===== src/rtl/arm_enc_pkg.sv =====
// Shared encodings for the ARM instruction encoder: class/command codes,
// field positions and the pure field-to-word packing function.
package arm_enc_pkg;

  typedef enum logic [1:0] {
    CLS_DP  = 2'b00,
    CLS_MEM = 2'b01,
    CLS_BR  = 2'b10,
    CLS_ILL = 2'b11
  } cls_e;

  typedef enum logic [3:0] {
    CMD_AND = 4'b0000,
    CMD_EOR = 4'b0001,
    CMD_SUB = 4'b0010,
    CMD_ADD = 4'b0100,
    CMD_ORR = 4'b1100
  } cmd_e;

  localparam int COND_LSB  = 28;
  localparam int CLASS_LSB = 26;
  localparam int I_BIT     = 25;
  localparam int CMD_LSB   = 21;
  localparam int S_BIT     = 20;
  localparam int RN_LSB    = 16;
  localparam int RD_LSB    = 12;

  // Memory words always use pre-indexed, up, word, no writeback: P U B W.
  localparam logic [3:0] MEM_PUBW = 4'b1100;
  localparam logic [1:0] BR_TAG   = 2'b10;

  // Returns {legal, instr}; instr is don't-care when legal is 0.
  function automatic logic [32:0] pack_instr(
    input logic [1:0]  cls,
    input logic [3:0]  cond,
    input logic [3:0]  cmd,
    input logic        s,
    input logic        imm,
    input logic [3:0]  rn,
    input logic [3:0]  rd,
    input logic [23:0] operand
  );
    logic [31:0] w;
    logic        legal;
    w = '0;
    legal = 1'b0;
    w[COND_LSB +: 4] = cond;
    case (cls)
      CLS_DP: begin
        w[CLASS_LSB +: 2] = CLS_DP;
        w[I_BIT]          = imm;
        w[CMD_LSB +: 4]   = cmd;
        w[S_BIT]          = s;
        w[RN_LSB +: 4]    = rn;
        w[RD_LSB +: 4]    = rd;
        w[11:0]           = operand[11:0];
        legal = cmd inside {CMD_ADD, CMD_SUB, CMD_AND, CMD_ORR, CMD_EOR};
      end
      CLS_MEM: begin
        // Immediate offsets are encoded with I clear in the memory class.
        w[CLASS_LSB +: 2] = CLS_MEM;
        w[I_BIT]          = ~imm;
        w[CMD_LSB +: 4]   = MEM_PUBW;
        w[S_BIT]          = s;
        w[RN_LSB +: 4]    = rn;
        w[RD_LSB +: 4]    = rd;
        w[11:0]           = operand[11:0];
        legal = 1'b1;
      end
      CLS_BR: begin
        w[CLASS_LSB +: 2] = CLS_BR;
        w[25:24]          = BR_TAG;
        w[23:0]           = operand;
        legal = 1'b1;
      end
      default: legal = 1'b0;
    endcase
    return {legal, w};
  endfunction

endpackage


===== src/rtl/enc_fifo2.sv =====
// Two-entry first-in first-out buffer with occupancy count and flush.
module enc_fifo2 #(
  parameter int W = 8
) (
  input  logic         clk,
  input  logic         reset,
  input  logic         flush,
  input  logic         push,
  input  logic [W-1:0] din,
  input  logic         pop,
  output logic [W-1:0] dout,
  output logic         valid,
  output logic [1:0]   count
);

  logic [W-1:0] head;
  logic [W-1:0] tail;
  logic         do_push;
  logic         do_pop;

  assign do_pop  = pop & (count != 2'd0);
  assign do_push = push & (count != 2'd2);
  assign dout    = head;
  assign valid   = (count != 2'd0);

  always_ff @(posedge clk) begin
    if (!reset || flush) begin
      count <= 2'd0;
    end else begin
      case ({do_push, do_pop})
        2'b10: begin
          if (count == 2'd0) head <= din;
          else               tail <= din;
          count <= count + 2'd1;
        end
        2'b01: begin
          head  <= tail;
          count <= count - 2'd1;
        end
        // Push and pop together only happens at count 1: the new word becomes head.
        2'b11: head <= din;
        default: ;
      endcase
    end
  end

endmodule


===== src/rtl/instr_encoder.sv =====
// Streaming instruction encoder: packs field-level requests into 32-bit words,
// tags them with a sequential address and buffers them in a 2-entry FIFO.
module instr_encoder
  import arm_enc_pkg::*;
#(
  parameter int ADDR_W = 6
) (
  input  logic              clk,
  input  logic              reset,
  input  logic              clr,
  input  logic              in_valid,
  output logic              in_ready,
  input  logic [1:0]        in_class,
  input  logic [3:0]        in_cond,
  input  logic [3:0]        in_cmd,
  input  logic              in_s,
  input  logic              in_imm,
  input  logic [3:0]        in_rn,
  input  logic [3:0]        in_rd,
  input  logic [23:0]       in_operand,
  output logic              out_valid,
  input  logic              out_ready,
  output logic [31:0]       out_instr,
  output logic [ADDR_W-1:0] out_addr,
  output logic              err,
  output logic [7:0]        err_cnt,
  output logic              wrapped
);

  // Handshake: a transfer happens on a rising edge where valid & ready are both
  // high; valid never waits on ready, and in_ready depends only on FIFO state,
  // clr and reset, never on out_ready.
  logic [1:0]          count;
  logic [32:0]         enc;
  logic                accept;
  logic                push;
  logic                pop;
  logic [ADDR_W-1:0]   addr_cnt;
  logic [31+ADDR_W:0]  head;

  assign enc      = pack_instr(in_class, in_cond, in_cmd, in_s, in_imm, in_rn, in_rd, in_operand);
  assign in_ready = (count != 2'd2) & ~clr & reset;
  assign accept   = in_valid & in_ready;
  assign push     = accept & enc[32];
  assign pop      = out_valid & out_ready;

  enc_fifo2 #(.W(32 + ADDR_W)) u_fifo (
    .clk   (clk),
    .reset (reset),
    .flush (clr),
    .push  (push),
    .din   ({addr_cnt, enc[31:0]}),
    .pop   (pop),
    .dout  (head),
    .valid (out_valid),
    .count (count)
  );

  assign out_instr = head[31:0];
  assign out_addr  = head[31+ADDR_W:32];

  always_ff @(posedge clk) begin
    if (!reset || clr) begin
      addr_cnt <= '0;
      wrapped  <= 1'b0;
      err      <= 1'b0;
      err_cnt  <= 8'd0;
    end else begin
      err <= accept & ~enc[32];
      if (push) begin
        addr_cnt <= addr_cnt + ADDR_W'(1);
        if (&addr_cnt) wrapped <= 1'b1;
      end
      if (accept && !enc[32] && err_cnt != 8'hFF) err_cnt <= err_cnt + 8'd1;
    end
  end

endmodule


===== config.mk =====
export PLATFORM = sky130hd
export DESIGN_NAME = instr_encoder
export DESIGN_NICKNAME = d
export VERILOG_FILES = /design/src/rtl/arm_enc_pkg.sv /design/src/rtl/enc_fifo2.sv /design/src/rtl/instr_encoder.sv
export SDC_FILE = /design/constraint.sdc
export NUM_CORES = 1
export LEC_CHECK = 0
export ABC_AREA = 0
export CAP_MARGIN = 20
export CORE_UTILIZATION = 24
export DETAILED_ROUTE_END_ITERATION = 10
export HOLD_SLACK_MARGIN = 0.12
export PLACE_DENSITY = 0.42
export SETUP_SLACK_MARGIN = 0.4
export SYNTH_ARGS = -nofsm -noshare
export SYNTH_HDL_FRONTEND = slang
export SYNTH_SLANG_ARGS = --single-unit

===== constraint.sdc =====
create_clock -name clk -period 14.3 [get_ports clk]
set_input_delay 2.86 -clock clk [delete_from_list [all_inputs] [get_ports clk]]
set_output_delay 2.86 -clock clk [all_outputs]
set_load 0.005 [all_outputs]

# Word-level counts from Yosys, hierarchy flattened

Index checks and enable logic that the tools add are counted.

Word-level logic and storage cells: 57
Flip-flop bits (word level): 94
Output and inout bits: 50
Input bits: 49

Bitwise logic cells: 13
Mux-type cells: 5
Add/sub/neg operators: 4
Reductions and logical operators: 16
Equality and inequality tests: 12

Operators by type and width:

| cell                                                                  | count |
|---|---|
| 38-bit one-hot mux with 3 select lines                                | 1 |
| 28-bit one-hot mux with 3 select lines                                | 1 |
| 38-bit 2-to-1 mux                                                     | 1 |
| 8-bit by 1-bit adder with 8-bit output, second input constant         | 1 |
| 1-bit bitwise AND                                                     | 8 |
| 8-bit inequality test, second input constant                          | 1 |
| 7-bit AND reduction                                                   | 1 |
| 6-bit by 1-bit adder with 6-bit output, second input constant         | 1 |
| 2-bit equality test, second input constant                            | 3 |
| 3-bit AND reduction                                                   | 2 |
| 1-bit NOT                                                             | 5 |
| 5-bit nonzero test                                                    | 1 |
| 2-bit by 1-bit equality test with 1-bit output, second input constant | 2 |
| 4-bit by 1-bit equality test with 1-bit output, second input constant | 1 |
| 4-bit by 2-bit equality test with 1-bit output, second input constant | 1 |
| 4-bit by 3-bit equality test with 1-bit output, second input constant | 1 |
| 4-bit equality test, second input constant                            | 1 |
| 2-bit zero test                                                       | 2 |
| 4-bit zero test                                                       | 1 |
| 2-bit one-hot mux with 2 select lines                                 | 1 |
| 2-bit nonzero test                                                    | 2 |
| 3-bit nonzero test                                                    | 1 |
| 2-bit by 1-bit adder with 2-bit output, second input constant         | 1 |
| 1-bit logical AND                                                     | 2 |
| other kinds (7)                                                       | 8 |

# Longest topological paths before layout

Depth after elaboration: 9
Mapped depth: 12
Depth with buffers taken out: 11

# Modules after synthesis

From an unflattened synthesis, not the netlist that was laid out.

Cells, all modules: 288
Area, all modules: 4170.2 um^2

Modules (own cells, without submodules):

| module        | area an instance (um^2) | instances | cells each | sequential area each (um^2) |
|---|---|---|---|---|
| enc_fifo2     | 3014.1                  | 1         | 140        | 2322.2 |
| instr_encoder | 1156.1                  | 1         | 148        | 320.3 |

# Worst setup path after synthesis

OpenSTA, ideal clock, no wires.

Kind: input to register
Start point: input in_class[0]
End point: register u_fifo.head[0], in the netlist u_fifo.dout[0], enable pin
Data required time: 13809 ps
Library setup time: 491 ps
Stages: 8
Path slack: 6734 ps
Arrival time: 7075 ps
Cell sequence: inv_1 -> ha_1 -> nor4b_2 -> a311oi_4 -> nor3_2 -> inv_1 -> ha_1 -> a211oi_1

Cells in the longest elaborated chain, start to end: 8

Ends and longest elaborated chain:

| item                                                                                                           | line                | source |
|---|---|---|
| from (decl)                                                                                                    | instr_encoder.sv:13 | `input logic [1:0] in_class,` |
| 2-bit equality test / 2-bit by 1-bit equality test with 1-bit output (equally long branches)                   | arm_enc_pkg.sv:48   | `case (cls)` |
| 2-bit OR reduction (no source line)                                                                            | -                   |  |
| 1-bit one-hot mux with 2 select lines (*)                                                                      | arm_enc_pkg.sv:48   |  |
| 1-bit bitwise AND (*)                                                                                          | instr_encoder.sv:44 | `assign push = accept & enc[32];` |
| 1-bit bitwise AND (*)                                                                                          | enc_fifo2.sv:22     | `assign do_push = push & (count != 2'd2);` |
| 2-bit equality test / 2-bit by 1-bit equality test with 1-bit output (equally long branches)                   | enc_fifo2.sv:30     | `case ({do_push, do_pop})` |
| 2-bit by 1-bit inequality test with 1-bit output (no source line) / 3-bit nonzero test (equally long branches) | -                   |  |
| 3-bit AND reduction (no source line) (*)                                                                       | -                   |  |
| to (signal assigned)                                                                                           | enc_fifo2.sv:32     | `if (count == 2'd0) head <= din;` |
| to (signal assigned)                                                                                           | enc_fifo2.sv:37     | `head <= tail;` |
| to (signal assigned)                                                                                           | enc_fifo2.sv:41     | `2'b11: head <= din;` |
| to (decl)                                                                                                      | enc_fifo2.sv:16     | `logic [W-1:0] head;` |

Mark *: on every way between the ends. The rest lies on a longest branch, timed or not.
A chain may end at the register's enable or synchronous reset.

# Final worst setup path

Start point: input reset
End point: output in_ready

Cells in the longest elaborated chain, start to end: 1

Ends and longest elaborated chain:

| item              | line                | source |
|---|---|---|
| from (decl)       | instr_encoder.sv:9  | `input logic reset,` |
| 1-bit bitwise AND | instr_encoder.sv:42 | `assign in_ready = (count != 2'd2) & ~clr & reset;` |
| to (decl)         | instr_encoder.sv:12 | `output logic in_ready,` |

No other way between the ends.

==> results by group <==
Routing
  – First-pass detailed-route iteration total: 4
  – Routed WL per cell: 14.7 um
  – Via density: 4.30
  – DRC violations left: 0
  – Detailed Route Iter0 Violations: 185
  – Antenna Nets Post-Route: 0
  – Via Count: 2664
  – Drt total wl: 9100 um

GRT
  – Vias in the first global route: 2694
  – Gr usage total: 11.0%
  – Largest net degree at the start of global routing: 53
  – First-pass GRT wire length: 14800 um
  – Global route overflow: 0
  – Antenna violations before repair: 0

Setup path
  – Register-to-register setup slack: 11.62 ns
  – R2R depth: 5
  – Worst setup path class: in2out
  – Critical Path Max Stage Delay: 0.53 ns
  – Cell mode on critical path: clkdlybuf4s50_1
  – Crit. End Element: output pin
  – Required @ worst endpoint: 11.44 ns
  – Critical R2R Capture: u_fifo.tail[22]$_DFFE_PP_
  – CP max stage cell: nor2b_1
  – Arrival @ worst endpoint: 4.59 ns
  – WP buf/inv: 2
  – Worst setup SP type: input pin
  – Reg2Reg Launch Point: u_fifo.count[0]$_SDFFE_PN0P_
  – Largest fanout on the critical path: 11
  – Cell chain of the critical path: clkdlybuf4s50_1 > nor2b_1 > and2_1 > clkdlybuf4s50_1
  – Top delay family on crit path: buffers and inverters

Yosys
  – Gate count of the mapped netlist: 297
  – Mux share of post-synthesis cell area: 7.45%
  – Leading register cell type out of synthesis: edfxtp_1
  – Yosys top cell area share: 56.4%
  – Yosys reg bits: 94
  – Complex-gate fraction of the synthesized area: 8.90%
  – Syn Std Cell Area: 0.00405 mm^2
  – Post-synth EDFFs: 76
  – Post-Synth Adder-Cell Area: 3.40%
  – Synth warn: 0
  – Mapped Nets: 357
  – Ys async rst share: 0%
  – Netlist cell types: 41
  – Synth area leaders: edfxtp_1 (56%), dfxtp_1 (8.9%), mux2_2 (7.0%), ha_1 (3.4%), o31ai_1 (3.2%)
  – Synth Area in Simple Gates: 11.2%
  – Post-Synth XOR/XNOR Area: 1.51%
  – Largest family of logic cells by synthesized area: simple AND/OR/NAND/NOR gates
  – Post-synthesis sequential area ratio: 65.3%
  – Leading area contributor after synthesis: edfxtp_1
  – Mean Syn Cell Area: 13.6 um^2

Die
  – I/O pin count: 99
  – Die ar.: 0.0174 mm^2
  – Initial Util: 24.5%
  – Core box area: 0.0165 mm^2
  – Rows: 47
  – Die Width: 132 um
  – Die Y: 132 um

Clocking
  – Post-CTS setup buffer count: 0
  – CTS resizes: 0
  – Clock Tree Root: clkbuf_16
  – Clock buffer depth: 2
  – H-tree Lvls: 3
  – Clk_lat worst skew: 0.34 ns
  – Hold buffer count at cts: 0
  – CTS tree: built
  – Num Clock Sinks: 94
  – CTS clock-pin slew for the worst setup and hold paths: 0.06 ns
  – CTS buffer count: 9

STA
  – Maximum clock frequency: 0.134 GHz
  – Layout Skew: 0.00698 ns
  – Slew Limit Headroom: 32.6%
  – Pins Over Slew Limit: 0
  – Sum Neg Setup Slack: 0 ns
  – Ratio of final minimum period to clock period: 52.1%
  – Min cycle time layout: 7.45 ns
  – Worst-Margin Slew: 1.01 ns
  – Final setup fails: 0
  – RSZ-0062 raised after global routing: false
  – Final Hold Viols: 0
  – Final worst-path setup slack: 6.85 ns

Status
  – Status: complete, no violations

Pwr
  – Seq pwr share: 51.5%
  – Pwr/cell area: 104 mW/mm^2
  – Clk pwr share: 40.9%
  – Max IR drop VDD: 53.5 uV
  – Combinational share of power: 7.5%
  – P_sw: 122 uW
  – Int Pwr: 456 uW
  – Switching part of the total: 21.1%
  – Leakage: 1.84 nW

Cells and area
  – Fill cell total of the finished layout: 1635
  – Nets@finish: 454
  – Layout Cells excl Fill: 619
  – Antenna cells: 0
  – Storage element area: 0.00264 mm^2
  – Share of layout cells above drive strength 1: 13.0%
  – Layout area overhead: 37.7%
  – Multi-input logic area: 0.00133 mm^2

Flow run
  – Max-cap violations: 0

Placed design
  – Post-DP HPWL: 5810 um
  – IO Port Bufs: 98
  – Placed cells: 603
  – RePlAce Congestion: 0.705
  – Setup Slack @ Placement: 6.84 ns

Min path
  – Hold Crit Depth: 2
  – Hold Path End: wrapped$_SDFFE_PN0P_
  – Hold_sp: wrapped$_SDFFE_PN0P_
  – Hold Path Class: reg2reg
[per-layer routing]
metal,vias up,routed length (um),global-route usage [%],part of all wire [%]
li1,1306,-,-,-
met1,1284,4430,14.5,49
met2,64,4140,16.9,45
met3,10,341,2.38,3.7
met4,0,189,6.01,2.1
met5,-,0,0,0
[how the worst max path moves through the flow]
stage | startpoint | to | slack [ns] | cells past startpoint
after global placement | reset | in_ready | 6.83 | 4
after CTS | reset | in_ready | 6.81 | 4
after global routing | reset | in_ready | 6.70 | 4
after detailed placement | reset | in_ready | 6.84 | 4
after floorplan | in_class[0] | u_fifo.dout[0]$_DFFE_PP_ | 6.73 | 8
final | reset | in_ready | 6.85 | 4
[sequential cells by signal (all words and copies together), names as in the netlist]
register	count
addr_cnt	6
err	1
err_cnt	8
u_fifo.count	2
u_fifo.dout	38
u_fifo.tail	38
wrapped	1
[cell families after synthesis]
| group | after synthesis |
|---|---|
| buffers and inverters | 23 |
| AO/OA/AOI/OAI | 46 |
| AND/OR/NAND/NOR | 89 |
| multiplexers | 27 |
| flip-flops | 94 |
| XOR/XNOR | 7 |
| adder cells (fa/ha/maj) | 11 |
[Yosys cell counts, types with 2 or more instances]
master and n:
xnor2_1 5, a31oi_1 2, buf_1 3, a22oi_1 11, nand2_1 21, nand2b_1 2, mux2i_1 2, a21oi_1 2
nor2_1 24, o211ai_1 3, nor3_1 2, and2_1 14, o31ai_1 17, buf_2 3, mux2_2 25, clkbuf_1 9
ha_1 11, nor2b_1 3, edfxtp_1 76, or2_2 2, o21ai_0 4, dfxtp_1 18, nand3_1 9, a211oi_1 3
inv_1 8, and3_1 2, xor2_1 2
[final cells by class]
class / count / area share (%)
sequential: 94 / 47.4
clock inverter: 6 / 1.12
timing repair buffer: 101 / 18.0
clock buffer: 10 / 4.11
multi-input combinational: 180 / 23.9
tap: 220 / 4.94
inverter: 8 / 0.539
[power groups by stage]
stage	logic (mW)	clock network (mW)	registers, mW
floorplan	0.0212	0	0.304
global placement	0.0437	0	0.304
detailed placement	0.0440	0	0.304
CTS	0.0445	0.248	0.298
global route	0.0484	0.257	0.298
finish	0.0436	0.237	0.298
[metrics by stage]
stage          hold WS (ns)  instance area, um^2  utilization, %  total power [mW]
5_1_grt               0.542                 5570            33.7             0.603
2_1_floorplan         0.460                 4050               -             0.325
4_1_cts               0.528                 5570            33.7             0.590
3_5_place_dp          0.503                 5280            32.0             0.348
6_report              0.517                 5570            33.7             0.578
3_3_place_gp          0.502                 5280            32.0             0.348
[worst min-delay path: cells and delay by family, from the launching register on]
kind,cells,cell delay (ns)
DFF,1,0.36
and+or+nand+nor,1,0.08
AOI/OAI and AO/OA,1,0.05
[cell usage in the layout, fill, tap and decap left out, types with 3 or more instances in the layout]
cell type,synthesis,layout
clkdlybuf4s50_1,0,98
edfxtp_1,76,76
mux2_2,25,25
nor2_1,24,24
nand2_1,21,21
dfxtp_1,18,18
o31ai_1,17,17
and2_1,14,14
a22oi_1,11,11
ha_1,11,10
nand3_1,9,9
clkbuf_16,0,9
inv_1,8,8
xnor2_1,5,5
o21ai_0,4,4
nor2b_1,3,3
o211ai_1,3,3
buf_4,0,3
(Power assumes the default switching activity.)
